[config.mk]
export PLATFORM = sky130hd
export DESIGN_NAME = counter_access_arbiter
export DESIGN_NICKNAME = d
export VERILOG_FILES = /design/src/rtl/counter_arb_pkg.sv /design/src/rtl/counter_access_arbiter_rr_arbiter.sv /design/src/rtl/counter_access_arbiter.sv
export SDC_FILE = /design/constraint.sdc
export NUM_CORES = 1
export LEC_CHECK = 0
export CAP_MARGIN = 20
export CORE_ASPECT_RATIO = 0.9
export CORE_MARGIN = 2
export CORE_UTILIZATION = 43
export CTS_CLUSTER_DIAMETER = 200
export DETAILED_ROUTE_END_ITERATION = 8
export PLACE_DENSITY = 0.85
export SLEW_MARGIN = 10
export SYNTH_ARGS = -nofsm -noshare
export SYNTH_HDL_FRONTEND = slang
export SYNTH_SLANG_ARGS = --single-unit
[constraint.sdc]
create_clock -name clk -period 3.4 [get_ports clk]
set_input_delay 0.85 -clock clk [delete_from_list [all_inputs] [get_ports clk]]
set_output_delay 0.85 -clock clk [all_outputs]
set_load 0.01 [all_outputs]
[src/rtl/counter_arb_pkg.sv]
// Shared definitions for the arbitrated counter: command opcodes and
// sequencer state encoding.
package counter_arb_pkg;

    // Command opcodes carried on req_op, two bits per requester
    localparam logic [1:0] OP_READ = 2'b00;
    localparam logic [1:0] OP_INC  = 2'b01;
    localparam logic [1:0] OP_DEC  = 2'b10;
    localparam logic [1:0] OP_LOAD = 2'b11;

    // Sequencer states: accept a command, apply it, present the response
    typedef enum logic [1:0] {
        ST_IDLE = 2'b00,
        ST_EXEC = 2'b01,
        ST_RESP = 2'b10
    } state_t;

endpackage

[src/rtl/counter_access_arbiter_rr_arbiter.sv]
// Round-robin arbiter: searches the request vector upward starting one
// position past the previous winner and wraps modulo NUM_REQ.
module rr_arbiter #(
    parameter int NUM_REQ = 4,
    parameter int IDX_W   = (NUM_REQ > 1) ? $clog2(NUM_REQ) : 1
) (
    input  logic [NUM_REQ-1:0] req,
    input  logic [IDX_W-1:0]   last_grant,
    output logic [NUM_REQ-1:0] grant,
    output logic [IDX_W-1:0]   grant_idx
);

    int   cand;
    logic found;

    // Priority search; the previous winner is examined last
    always_comb begin
        grant     = '0;
        grant_idx = '0;
        found     = 1'b0;
        cand      = 0;
        for (int i = 1; i <= NUM_REQ; i++) begin
            cand = int'(last_grant) + i;
            if (cand >= NUM_REQ) begin
                cand = cand - NUM_REQ;
            end
            if (!found && req[cand]) begin
                found       = 1'b1;
                grant[cand] = 1'b1;
                grant_idx   = IDX_W'(cand);
            end
        end
    end

endmodule

[src/rtl/counter_access_arbiter.sv]
// Single shared counter register accessed by NUM_REQ requesters through a
// round-robin arbiter and a three-state IDLE/EXEC/RESP sequencer.
//
// Handshake: a command transfers on a rising edge where req_valid[i] and
// req_ready[i] are both high; a response transfers on a rising edge where
// resp_valid and resp_ready are both high. req_ready depends only on state,
// reset and req_valid, never on resp_ready.
module counter_access_arbiter
    import counter_arb_pkg::*;
#(
    parameter int NUM_REQ = 4,
    parameter int WIDTH   = 32,
    parameter int IDX_W   = (NUM_REQ > 1) ? $clog2(NUM_REQ) : 1
) (
    input  logic                     clk,
    input  logic                     reset,
    input  logic [NUM_REQ-1:0]       req_valid,
    input  logic [2*NUM_REQ-1:0]     req_op,
    input  logic [WIDTH*NUM_REQ-1:0] req_data,
    output logic [NUM_REQ-1:0]       req_ready,
    output logic                     resp_valid,
    input  logic                     resp_ready,
    output logic [IDX_W-1:0]         resp_id,
    output logic [WIDTH-1:0]         resp_data,
    output logic [WIDTH-1:0]         count_out
);

    state_t            state;
    logic [IDX_W-1:0]  last_grant;
    logic [NUM_REQ-1:0] grant;
    logic [IDX_W-1:0]  grant_idx;
    logic [1:0]        lat_op;
    logic [WIDTH-1:0]  lat_data;
    logic [IDX_W-1:0]  lat_id;
    logic [WIDTH-1:0]  next_count;
    logic              accept;

    rr_arbiter #(
        .NUM_REQ (NUM_REQ),
        .IDX_W   (IDX_W)
    ) u_arb (
        .req        (req_valid),
        .last_grant (last_grant),
        .grant      (grant),
        .grant_idx  (grant_idx)
    );

    // Grant is only offered while idle and out of reset
    always_comb begin
        req_ready = '0;
        if (state == ST_IDLE && !reset) begin
            req_ready = grant;
        end
        accept = |(req_valid & req_ready);
    end

    // Counter value produced by the latched command; wraps at WIDTH bits
    always_comb begin
        next_count = count_out;
        case (lat_op)
            OP_INC:  next_count = count_out + WIDTH'(1);
            OP_DEC:  next_count = count_out - WIDTH'(1);
            OP_LOAD: next_count = lat_data;
            default: next_count = count_out;
        endcase
    end

    // Sequencer, counter register and response registers
    always_ff @(posedge clk) begin
        if (reset) begin
            state      <= ST_IDLE;
            count_out  <= '0;
            resp_valid <= 1'b0;
            resp_id    <= '0;
            resp_data  <= '0;
            last_grant <= IDX_W'(NUM_REQ - 1);
            lat_op     <= OP_READ;
            lat_data   <= '0;
            lat_id     <= '0;
        end else begin
            case (state)
                ST_IDLE: begin
                    if (accept) begin
                        lat_op     <= req_op[2*int'(grant_idx) +: 2];
                        lat_data   <= req_data[WIDTH*int'(grant_idx) +: WIDTH];
                        lat_id     <= grant_idx;
                        last_grant <= grant_idx;
                        state      <= ST_EXEC;
                    end
                end
                ST_EXEC: begin
                    count_out  <= next_count;
                    resp_data  <= next_count;
                    resp_id    <= lat_id;
                    resp_valid <= 1'b1;
                    state      <= ST_RESP;
                end
                ST_RESP: begin
                    if (resp_ready) begin
                        resp_valid <= 1'b0;
                        state      <= ST_IDLE;
                    end
                end
                default: begin
                    resp_valid <= 1'b0;
                    state      <= ST_IDLE;
                end
            endcase
        end
    end

endmodule

== After elaboration in Yosys (flattened, before gate mapping) ==
Cells that the tools add are included.
Storage, ports and cells
  logic and storage cells: 105
  flip-flop bits (word level): 75
  output and inout bits: 71
Operators by class
  add/sub/neg operators: 10
  order comparisons: 12
  eq/ne operators: 7
  reduce and logical (&&, ||, !) cells: 19
  shift operators: 2
  bitwise operators: 5
  multiplexer cells: 42
Operators by type and width (number)
  $ge 32x1->1 const B: 4
  $ge 32x4->1 const B: 4
  $lt 32x4->1 const B: 4
  $mux 32: 4
  $shiftx 128x8->32: 1
  $sub 32x4->32 const B: 4
  $pmux 32 s3: 1
  $add 32x1->32 const B: 1
  $sub 32x1->32 const B: 1
  $mux 4: 5
  $mux 1: 16
  $mux 2: 6
  $or 4x4->4: 3
  $bmux 1 s2: 4
  $demux 1 s2: 4
  $logic_and 1x1->1: 8
  $reduce_and 2->1: 4
  $shiftx 8x4->2: 1
  $add 2x2->3 const B: 2
  $eq 2x2->1 const B: 3
  $pmux 2 s3: 1
  $add 2x3->4 const B: 1
  $and 4x4->4: 1
  $eq 2x1->1 const B: 2
  8 further kinds: 12

== Logic depth before layout (Yosys ltp) ==
Gate-level depths: netlist of the first run.
  word-level depth: 21
  gate-level depth with buffers: 15
  mapped depth without buffers: 11

== Hierarchy ==
A second synthesis of the first run with hierarchy kept.
Unflattened totals
  cells, all modules: 854
  area, all modules: 6618.8 um2
By module, submodules not included
  counter_access_arbiter: area an instance 6150.9 um2, cells an instance 798, instances 1
  rr_arbiter: area an instance 467.9 um2, cells an instance 56, instances 1

== Least setup slack after synthesis of the first run ==
OpenSTA, ideal clock, no wires.
  path kind: register to register
  start: register lat_op[1]
  end: register count_out[30]
  path slack: 0.200 ns
  setup time: 0.115 ns
  data required time: 3.285 ns
  cell stages (with the launch flop): 12
  data arrival time: 3.086 ns
  clock period less this slack: 3.200 ns
  path through: dfxtp_1 > nand2b_1 > inv_1 > ha_1 > a21oi_1 > nand2_1 > o21ai_0 > o21ai_1 > a311oi_1 > o311ai_1 > xnor2_1 > a2111oi_0
Between the ends
  word-level cells in the longest chain between the ends: 3
  elaborated cells on any way between the ends: 6
  those cells by class: 3 x eq/ne; 1 x mux; 2 x reduce/logical
Ends and longest elaborated chain
  start: declaration: line counter_access_arbiter.sv:32  | logic [1:0] lat_op;
  start signal: assignment: line counter_access_arbiter.sv:84  | lat_op <= req_op[2*int'(grant_idx) +: 2];
  $eq 2x2->1 / $eq 2x1->1 (equally long branches): line counter_access_arbiter.sv:60  | case (lat_op)
  $reduce_bool 3->1 (no line)
  $reduce_and 2->1 (no line)
  end signal: assignment: line counter_access_arbiter.sv:92  | count_out <= next_count;
  end: declaration: line counter_access_arbiter.sv:25  | output logic [WIDTH-1:0] count_out
Parallel ways exist; a longest one is shown, timed or not.
A chain may end at the register's enable or synchronous reset.

== Worst setup path in the final report of the first run ==
  start: input port req_valid[0]
  end: output port req_ready[1]
Between the ends
  word-level cells in the longest chain between the ends: 14
  elaborated cells on any way between the ends: 29
  those cells by class: 20 x mux; 3 x bitwise; 6 x reduce/logical
Ends and longest elaborated chain
  start: declaration: line counter_access_arbiter.sv:17  | input logic [NUM_REQ-1:0] req_valid,
  $bmux 1 s2: line counter_access_arbiter_rr_arbiter.sv:27  | if (!found && req[cand]) begin
  $mux 1 (implied by the code) (2 in series): line counter_access_arbiter_rr_arbiter.sv:27
  $mux 1: line counter_access_arbiter_rr_arbiter.sv:27
  $logic_not 1->1: line counter_access_arbiter_rr_arbiter.sv:27
  $logic_and 1x1->1: line counter_access_arbiter_rr_arbiter.sv:27
  $mux 1: line counter_access_arbiter_rr_arbiter.sv:27
  $logic_not 1->1: line counter_access_arbiter_rr_arbiter.sv:27
  $logic_and 1x1->1: line counter_access_arbiter_rr_arbiter.sv:27
  $mux 1: line counter_access_arbiter_rr_arbiter.sv:27
  $logic_not 1->1: line counter_access_arbiter_rr_arbiter.sv:27
  $logic_and 1x1->1: line counter_access_arbiter_rr_arbiter.sv:27
  $mux 4 *: line counter_access_arbiter_rr_arbiter.sv:27
  $mux 4 *: line counter_access_arbiter.sv:51  | if (state == ST_IDLE && !reset) begin
  end: declaration: line counter_access_arbiter.sv:20  | output logic [NUM_REQ-1:0] req_ready,
Every way passes the cells marked *; elsewhere a longest branch is shown, timed or not. The select of a mux whose other input is x is not followed.

==> metrics, run 1 <==
status=completed; Overflow after GRT=0; hold-fix buffer count after cts=0; final critical path time including I/O delays and setup=3310 ps; TritonCTS clock tree=built; number of H-tree levels=3; Row Count=42; critical path start-end classification=in2out; synthesized flop and latch total=75; clock sink count=75; post-route cell area=9250 µm²; Top-Level Pins=214; Die Outline Area=about 16,000 µm²; Max Transition Viols Final=0; count of cells along the worst hold path=2; maximum capacitance violations=0; placed inst area=between 8000 and 9000 µm²; syn nets=1,011; share of flip-flops with an asynchronous set or reset after synthesis=0; fill count=1,259; Crit path max-delay family=buffers and inverters; Critical Path Source=req_valid[0]; Layout Area Growth over Synthesis=43.9%; static leakage=3.85 nW; CP peak stage delay=just over 500 ps; CP arrival=about 2500 ps; HPWL after DPL=15,100 µm; worst reg2reg endpoint=count_out[27]; first-iteration detailed-routing DRC count=approximately 500; post-layout net count=1,203; footprint of the multi-input gates=around 4400 µm²; reg-to-reg setup timing slack=roughly 220 ps; clock transition time at the flip-flop clock pins of the worst setup and hold paths=60 ps; worst hold path class=reg2reg; detailed-router iteration count before antenna repair=6; number of port buffers=around 210; critical-path cell list=dlygate4sd2_1 > mux4_2 > buf_6 > a221o_1 > o21ai_1 > a21oi_1 > buf_2; ratio of cells with drive above 1 in the final layout=0.132; Hold Path End=count_out[0]; number of flops mapped to enable cells by yosys=0; Core Area=14,700 µm²; slew margin rel.=0.490; maximum vdd drop=466 µV; worst hold path startpoint=lat_data[0]; Worst path slowest cell=sky130_fd_sc_hd__mux4_2; DRC viols=0; power per cell area=between 800 and 900 nW/µm²; CP required=approximately 2600 ps; number of standard cells after synthesis=829; depth of the worst register-to-register path=13; type of destination of the critical path=output port; worst path bufs/invs=3; Ant. Diodes=0; buffer depth of the longest clock path=2; launch point of the worst reg-to-reg path=lat_op[0]; area fraction of the dominant cell type after synthesis=0.234; Synthesis Warnings=0; highest clock rate=0.302 GHz; final worst path period share=0.973; clock network latency to the later pin of the worst-skew pair=330 ps; largest net degree at the start of global routing=62; vias in the first global route=6,573; per-cell via count in the routed design=5.64; startpoint types=input port; CTS Root Cell=sky130_fd_sc_hd__clkbuf_16; worst clock skew=7.07 ps; vertical extent of the die=120 µm; Wirelength per Cell=16.3 µm; synthesized cell area=6430 µm²; antenna-violating nets left=0; utilization after layout=0.631; GRT Total Usage=0.242; dominant cell type by area after synthesis=sky130_fd_sc_hd__dfxtp_1; number of endpoints failing setup at the final stage=0; critical-path maximum fanout=5; total area of sequential cells=1500 µm²; Chip Width=roughly 130 µm; routability cong.=between 0.9 and 1; Area contributors post-synth=sky130_fd_sc_hd__dfxtp_1 (23%), sky130_fd_sc_hd__ha_1 (7.4%), sky130_fd_sc_hd__a21oi_1 (6.9%), sky130_fd_sc_hd__mux2i_1 (6.4%), sky130_fd_sc_hd__nand2_1 (6.1%); final count of hold timing violations=0; number of buffers created by CTS=9; via count=6,892; initial antenna violation count=0; predominant post-synthesis flop cell=sky130_fd_sc_hd__dfxtp_1; per-instance average area after synthesis=7.75 µm²; starting utilization of the core area=0.438; Least-Margin Pin Slew=765 ps; share of the yosys chip area belonging to registers=0.234; wire length of the first global-routing pass=31,700 µm; Routed WL=roughly 20,000 µm; count of distinct cell types in the synthesized netlist=64
synthesized netlist by cell type (5+ instances only):
cell type	number
sky130_fd_sc_hd__o22ai_1	5
sky130_fd_sc_hd__clkbuf_1	43
sky130_fd_sc_hd__nand2b_1	9
sky130_fd_sc_hd__a21o_1	37
sky130_fd_sc_hd__xor2_1	5
sky130_fd_sc_hd__nor3b_2	20
sky130_fd_sc_hd__a31oi_1	8
sky130_fd_sc_hd__and3_1	7
sky130_fd_sc_hd__nand2_1	104
sky130_fd_sc_hd__a22oi_1	36
sky130_fd_sc_hd__nor3b_1	14
sky130_fd_sc_hd__mux2i_1	41
sky130_fd_sc_hd__dfxtp_1	75
sky130_fd_sc_hd__buf_4	34
sky130_fd_sc_hd__nand3_1	13
sky130_fd_sc_hd__o211ai_1	12
sky130_fd_sc_hd__a221o_1	6
sky130_fd_sc_hd__a311oi_1	11
sky130_fd_sc_hd__xnor2_1	20
sky130_fd_sc_hd__buf_2	14
sky130_fd_sc_hd__inv_1	16
sky130_fd_sc_hd__nand4_1	7
sky130_fd_sc_hd__nor3_1	19
sky130_fd_sc_hd__nor2_1	46
sky130_fd_sc_hd__ha_1	38
sky130_fd_sc_hd__a21oi_1	88
sky130_fd_sc_hd__o21ai_0	36
per-stage QoR:
step / power, mW / worst slack [ps] / std cells / hold WS [ps] / TNS (ps)
5_1_grt: 8.45 / -30.4 / 1223 / 508 / -34.0
3_5_place_dp: 6.69 / -645 / 1200 / 475 / -10020
2_1_floorplan: 4.90 / 200 / 829 / 443 / 0
4_1_cts: 7.81 / 2.51 / 1222 / 485 / 0
3_3_place_gp: 6.60 / -585 / 1200 / 460 / -7850
6_report: 7.85 / 90.3 / 1223 / 481 / 0
where the power goes:
group	leakage (nW)	switching (mW)	total [mW]	internal [mW]
clock	0.154	0.361	1.02	0.656
sequential	0.614	0.173	1.30	1.13
combinational	3.08	2.95	5.54	2.59
total	3.85	3.48	7.85	4.37
registers in the layout, indices dropped and copies added (netlist names):
signal      flops
resp_valid      1
lat_id          2
last_grant      2
count_out      32
lat_data       32
state           2
lat_op          2
resp_id         2
worst max-delay path by stage:
stage / end / slack (ps) / cells past startpoint
detailed placement: req_ready[1] / -650 / 7
global route: count_out[25] / -30 / 14
global placement: req_ready[1] / -580 / 7
finish: req_ready[1] / 90 / 7
floorplan: count_out[30] / 200 / 11
CTS: count_out[25] / 3 / 13
repair_timing:
item / CTS / global route
buffers inserted: 7 / 1
gates resized for setup: 26 / 25
endpoints found under the setup margin: 4 / 41
pin swaps: 2 / 4
hold endpoints to repair: 0 / 0
layout by cell type (no fill, tap or decap), types with 4 or more instances in the layout:
master,instances
sky130_fd_sc_hd__a21o_1,37
sky130_fd_sc_hd__a21oi_1,86
sky130_fd_sc_hd__a221o_1,6
sky130_fd_sc_hd__a221oi_1,4
sky130_fd_sc_hd__a22oi_1,36
sky130_fd_sc_hd__a311oi_1,11
sky130_fd_sc_hd__a31oi_1,8
sky130_fd_sc_hd__and3_1,7
sky130_fd_sc_hd__buf_12,7
sky130_fd_sc_hd__buf_2,5
sky130_fd_sc_hd__buf_4,57
sky130_fd_sc_hd__clkbuf_16,9
sky130_fd_sc_hd__clkdlybuf4s50_1,204
sky130_fd_sc_hd__dfxtp_1,75
sky130_fd_sc_hd__ha_1,37
sky130_fd_sc_hd__inv_1,15
sky130_fd_sc_hd__mux2i_1,41
sky130_fd_sc_hd__nand2_1,104
sky130_fd_sc_hd__nand2b_1,8
sky130_fd_sc_hd__nand3_1,13
sky130_fd_sc_hd__nand4_1,7
sky130_fd_sc_hd__nor2_1,44
sky130_fd_sc_hd__nor2b_1,4
sky130_fd_sc_hd__nor3_1,18
sky130_fd_sc_hd__nor3b_1,13
sky130_fd_sc_hd__nor3b_2,21
sky130_fd_sc_hd__o211ai_1,12
sky130_fd_sc_hd__o21ai_0,31
sky130_fd_sc_hd__o21ai_1,5
sky130_fd_sc_hd__o22ai_1,5
sky130_fd_sc_hd__xnor2_1,20
sky130_fd_sc_hd__xor2_1,5
cells by family after synthesis:
family,after synthesis,share of synthesized area
adders and majority gates,39,0.0771
AOI/OAI and AO/OA,274,0.279
buffers and inverters,113,0.0921
xor gates and xnor gates,25,0.0341
muxes,44,0.0726
and+or+nand+nor,259,0.212
DFF,75,0.234
metal layers:
layer	vias to the layer above	global-route usage	part of all wire
met5	-	0	0
met1	3207	0.297	0.42
met3	32	0.0460	0.066
li1	3395	-	-
met2	258	0.435	0.49
met4	0	0.0645	0.019
final cells by class:
cell class,count,area share
clock inverter,5,0.00839
inverter,16,0.00690
multi-input combinational,641,0.481
clock buffer,10,0.0258
sequential,75,0.162
tap,198,0.0268
timing repair buffer,278,0.289
worst reg2reg max path, stage by stage (launching register included):
cell,delay (ps)
sky130_fd_sc_hd__dfxtp_1,320
sky130_fd_sc_hd__nand2b_2,170
sky130_fd_sc_hd__clkinvlp_4,140
sky130_fd_sc_hd__buf_12,160
sky130_fd_sc_hd__ha_1,350
sky130_fd_sc_hd__nor3_1,390
sky130_fd_sc_hd__nor3_2,110
sky130_fd_sc_hd__a2111oi_0,470
sky130_fd_sc_hd__buf_4,210
sky130_fd_sc_hd__nor3_1,50
sky130_fd_sc_hd__nor2_1,180
sky130_fd_sc_hd__o21bai_1,190
sky130_fd_sc_hd__mux2i_1,150
sky130_fd_sc_hd__and3_1,180
No activity file was read; power rests on OpenSTA's default activity.
==> inputs of run 2 (changes only) <==
--- a/config.mk
+++ b/config.mk
@@ -6,7 +6,7 @@
 export NUM_CORES = 1
 export LEC_CHECK = 0
 export CAP_MARGIN = 20
-export CORE_ASPECT_RATIO = 0.9
+export CORE_ASPECT_RATIO = 1.5
 export CORE_MARGIN = 2
 export CORE_UTILIZATION = 43
 export CTS_CLUSTER_DIAMETER = 200
==> constraint.sdc (replaced) <==
create_clock -name clk -period 3.4 [get_ports clk]
set_input_delay 0.85 -clock clk [delete_from_list [all_inputs] [get_ports clk]]
set_output_delay 0.85 -clock clk [all_outputs]
set_load 0.05 [all_outputs]
==> metrics, run 2 (same netlist as run 1, synthesis figures left out) <==
utilization after layout=0.644; largest net degree at the start of global routing=60; starting utilization of the core area=0.440; clock network latency to the later pin of the worst-skew pair=330 ps; worst hold path class=reg2reg; power consumption=8.60 mW; HPWL after DPL=15,700 µm; Overflow after GRT=0; startpoint types=input port; vias in the first global route=6,716; Clk network pwr share=0.107; worst clock skew=just over 7 ps; CTS Root Cell=sky130_fd_sc_hd__clkbuf_16; CP arrival=2480 ps; TritonCTS clock tree=built; Max Transition Viols Final=0; sequential cell fraction of total power=0.151; ratio of cells with drive above 1 in the final layout=0.143; static leakage=3.93 nW; setup slack after layout=approximately 73 ps; number of endpoints failing setup at the final stage=0; per-cell via count in the routed design=around 5.6; via count=6,898; Row Count=54; clock sink count=75; vertical extent of the die=154 µm; Die Outline Area=approximately 16,000 µm²; Layout Area Growth over Synthesis=46.3%; critical-path maximum fanout=6; Post-Layout Cell Count=1,231; net switching fraction of the power=0.472; number of placed instances with taps included=1,207; DRC viols=0; number of port buffers=213; final count of hold timing violations=0; maximum capacitance violations=0; number of H-tree levels=3; leading cell type in the layout, fill and taps excluded=sky130_fd_sc_hd__clkdlybuf4s50_1; first-iteration detailed-routing DRC count=310; clock transition time at the flip-flop clock pins of the worst setup and hold paths=60 ps; Placement Setup Slack=-212 ps; hold-fix buffer count after cts=0; Core Area=14,600 µm²; detailed-router iteration count before antenna repair=5; post-layout net count=1,214; most frequent cells in the layout=sky130_fd_sc_hd__clkdlybuf4s50_1 (204), sky130_fd_sc_hd__nand2_1 (103), sky130_fd_sc_hd__a21oi_1 (82); GRT Total Usage=0.242; buffer depth of the longest clock path=2; critical path start-end classification=in2out; Internal Pwr Total=4.54 mW; Least-Margin Pin Slew=747 ps; routability cong.=0.889; Top-Level Pins=214; Wirelength per Cell=~16 µm; initial antenna violation count=0; CP required=2550 ps; final critical path time including I/O delays and setup=3330 ps; number of buffers created by CTS=9; power per cell area=roughly 920 nW/µm²; final worst path period share=0.978; slew margin rel.=0.502; status=completed; worst hold-check slack=464 ps; wire length of the first global-routing pass=around 32,000 µm; Chip Width=between 100 and 150 µm; antenna-violating nets left=0; Routed WL=about 20,000 µm; type of destination of the critical path=output port; power share of the combinational group=0.742; highest clock rate=0.301 GHz; Ant. Diodes=0; largest registers ranked by flip-flop count=count_out: 32 flops, lat_data: 32 flops; switching power of the nets=4.06 mW; maximum vdd drop=668 µV
## run 2: layer usage
layer  up-vias  part of all wire  routed length, µm  track usage
li1       3413                 -                  -            -
met3        38             0.037                735       0.0292
met4         0             0.024                490       0.0804
met5         -                 0                  0            0
met2       210              0.55              11100        0.470
met1      3237              0.39               7820        0.269
## run 2: path summary, 6_finish.rpt
kind	endpoint	depth (start not counted)	from	slack [ps]
worst max-delay path	req_ready[0]	7	req_valid[2]	70
worst min-delay path	count_out[0]	2	lat_data[0]	460
worst min register to register	count_out[0]	2	lat_data[0]	460
worst max register to register	count_out[24]	13	lat_op[0]	190
## run 2: worst max-delay path, cell delays in order
cell and delay (ps):
sky130_fd_sc_hd__dlygate4sd2_1 280, sky130_fd_sc_hd__mux4_2 560, sky130_fd_sc_hd__nor2b_4 190, sky130_fd_sc_hd__a221o_1 150
sky130_fd_sc_hd__o21ai_1 80, sky130_fd_sc_hd__a21oi_2 200, sky130_fd_sc_hd__buf_12 160
## run 2: layout make-up
cell class,instances,area (µm²)
multi-input cells,641,4470
flip-flops and latches,75,1500
fillers,1248,5190
well taps,196,245
inverters,16,63.8
clock buffers,11,243
repair buffers,288,2830
repair inverters,1,7.51
clock inverters,3,40.0
## run 2: metrics by stage
stage	TNS [ps]	area (µm²)
after floorplan	0	6440
final	0	9400
after global placement	-4140	8950
after global routing	-63.2	9400
after detailed placement	-5880	8950
after CTS	0	9250
## run 2: power groups by stage
stage | combinational (mW) | sequential (mW) | clock, mW
floorplan | 3.89 | 1.51 | 0
global placement | 6.11 | 1.31 | 0
detailed placement | 6.20 | 1.31 | 0
CTS | 6.27 | 1.30 | 0.927
global route | 6.90 | 1.33 | 0.960
finish | 6.39 | 1.30 | 0.917
## run 2: what timing repair did
action / in CTS / in global routing
gates resized for setup: 10 / 25
setup buffers: 2 / 7
pin swaps: 5 / 10
cloned: 0 / 1
setup endpoints to repair: 4 / 9
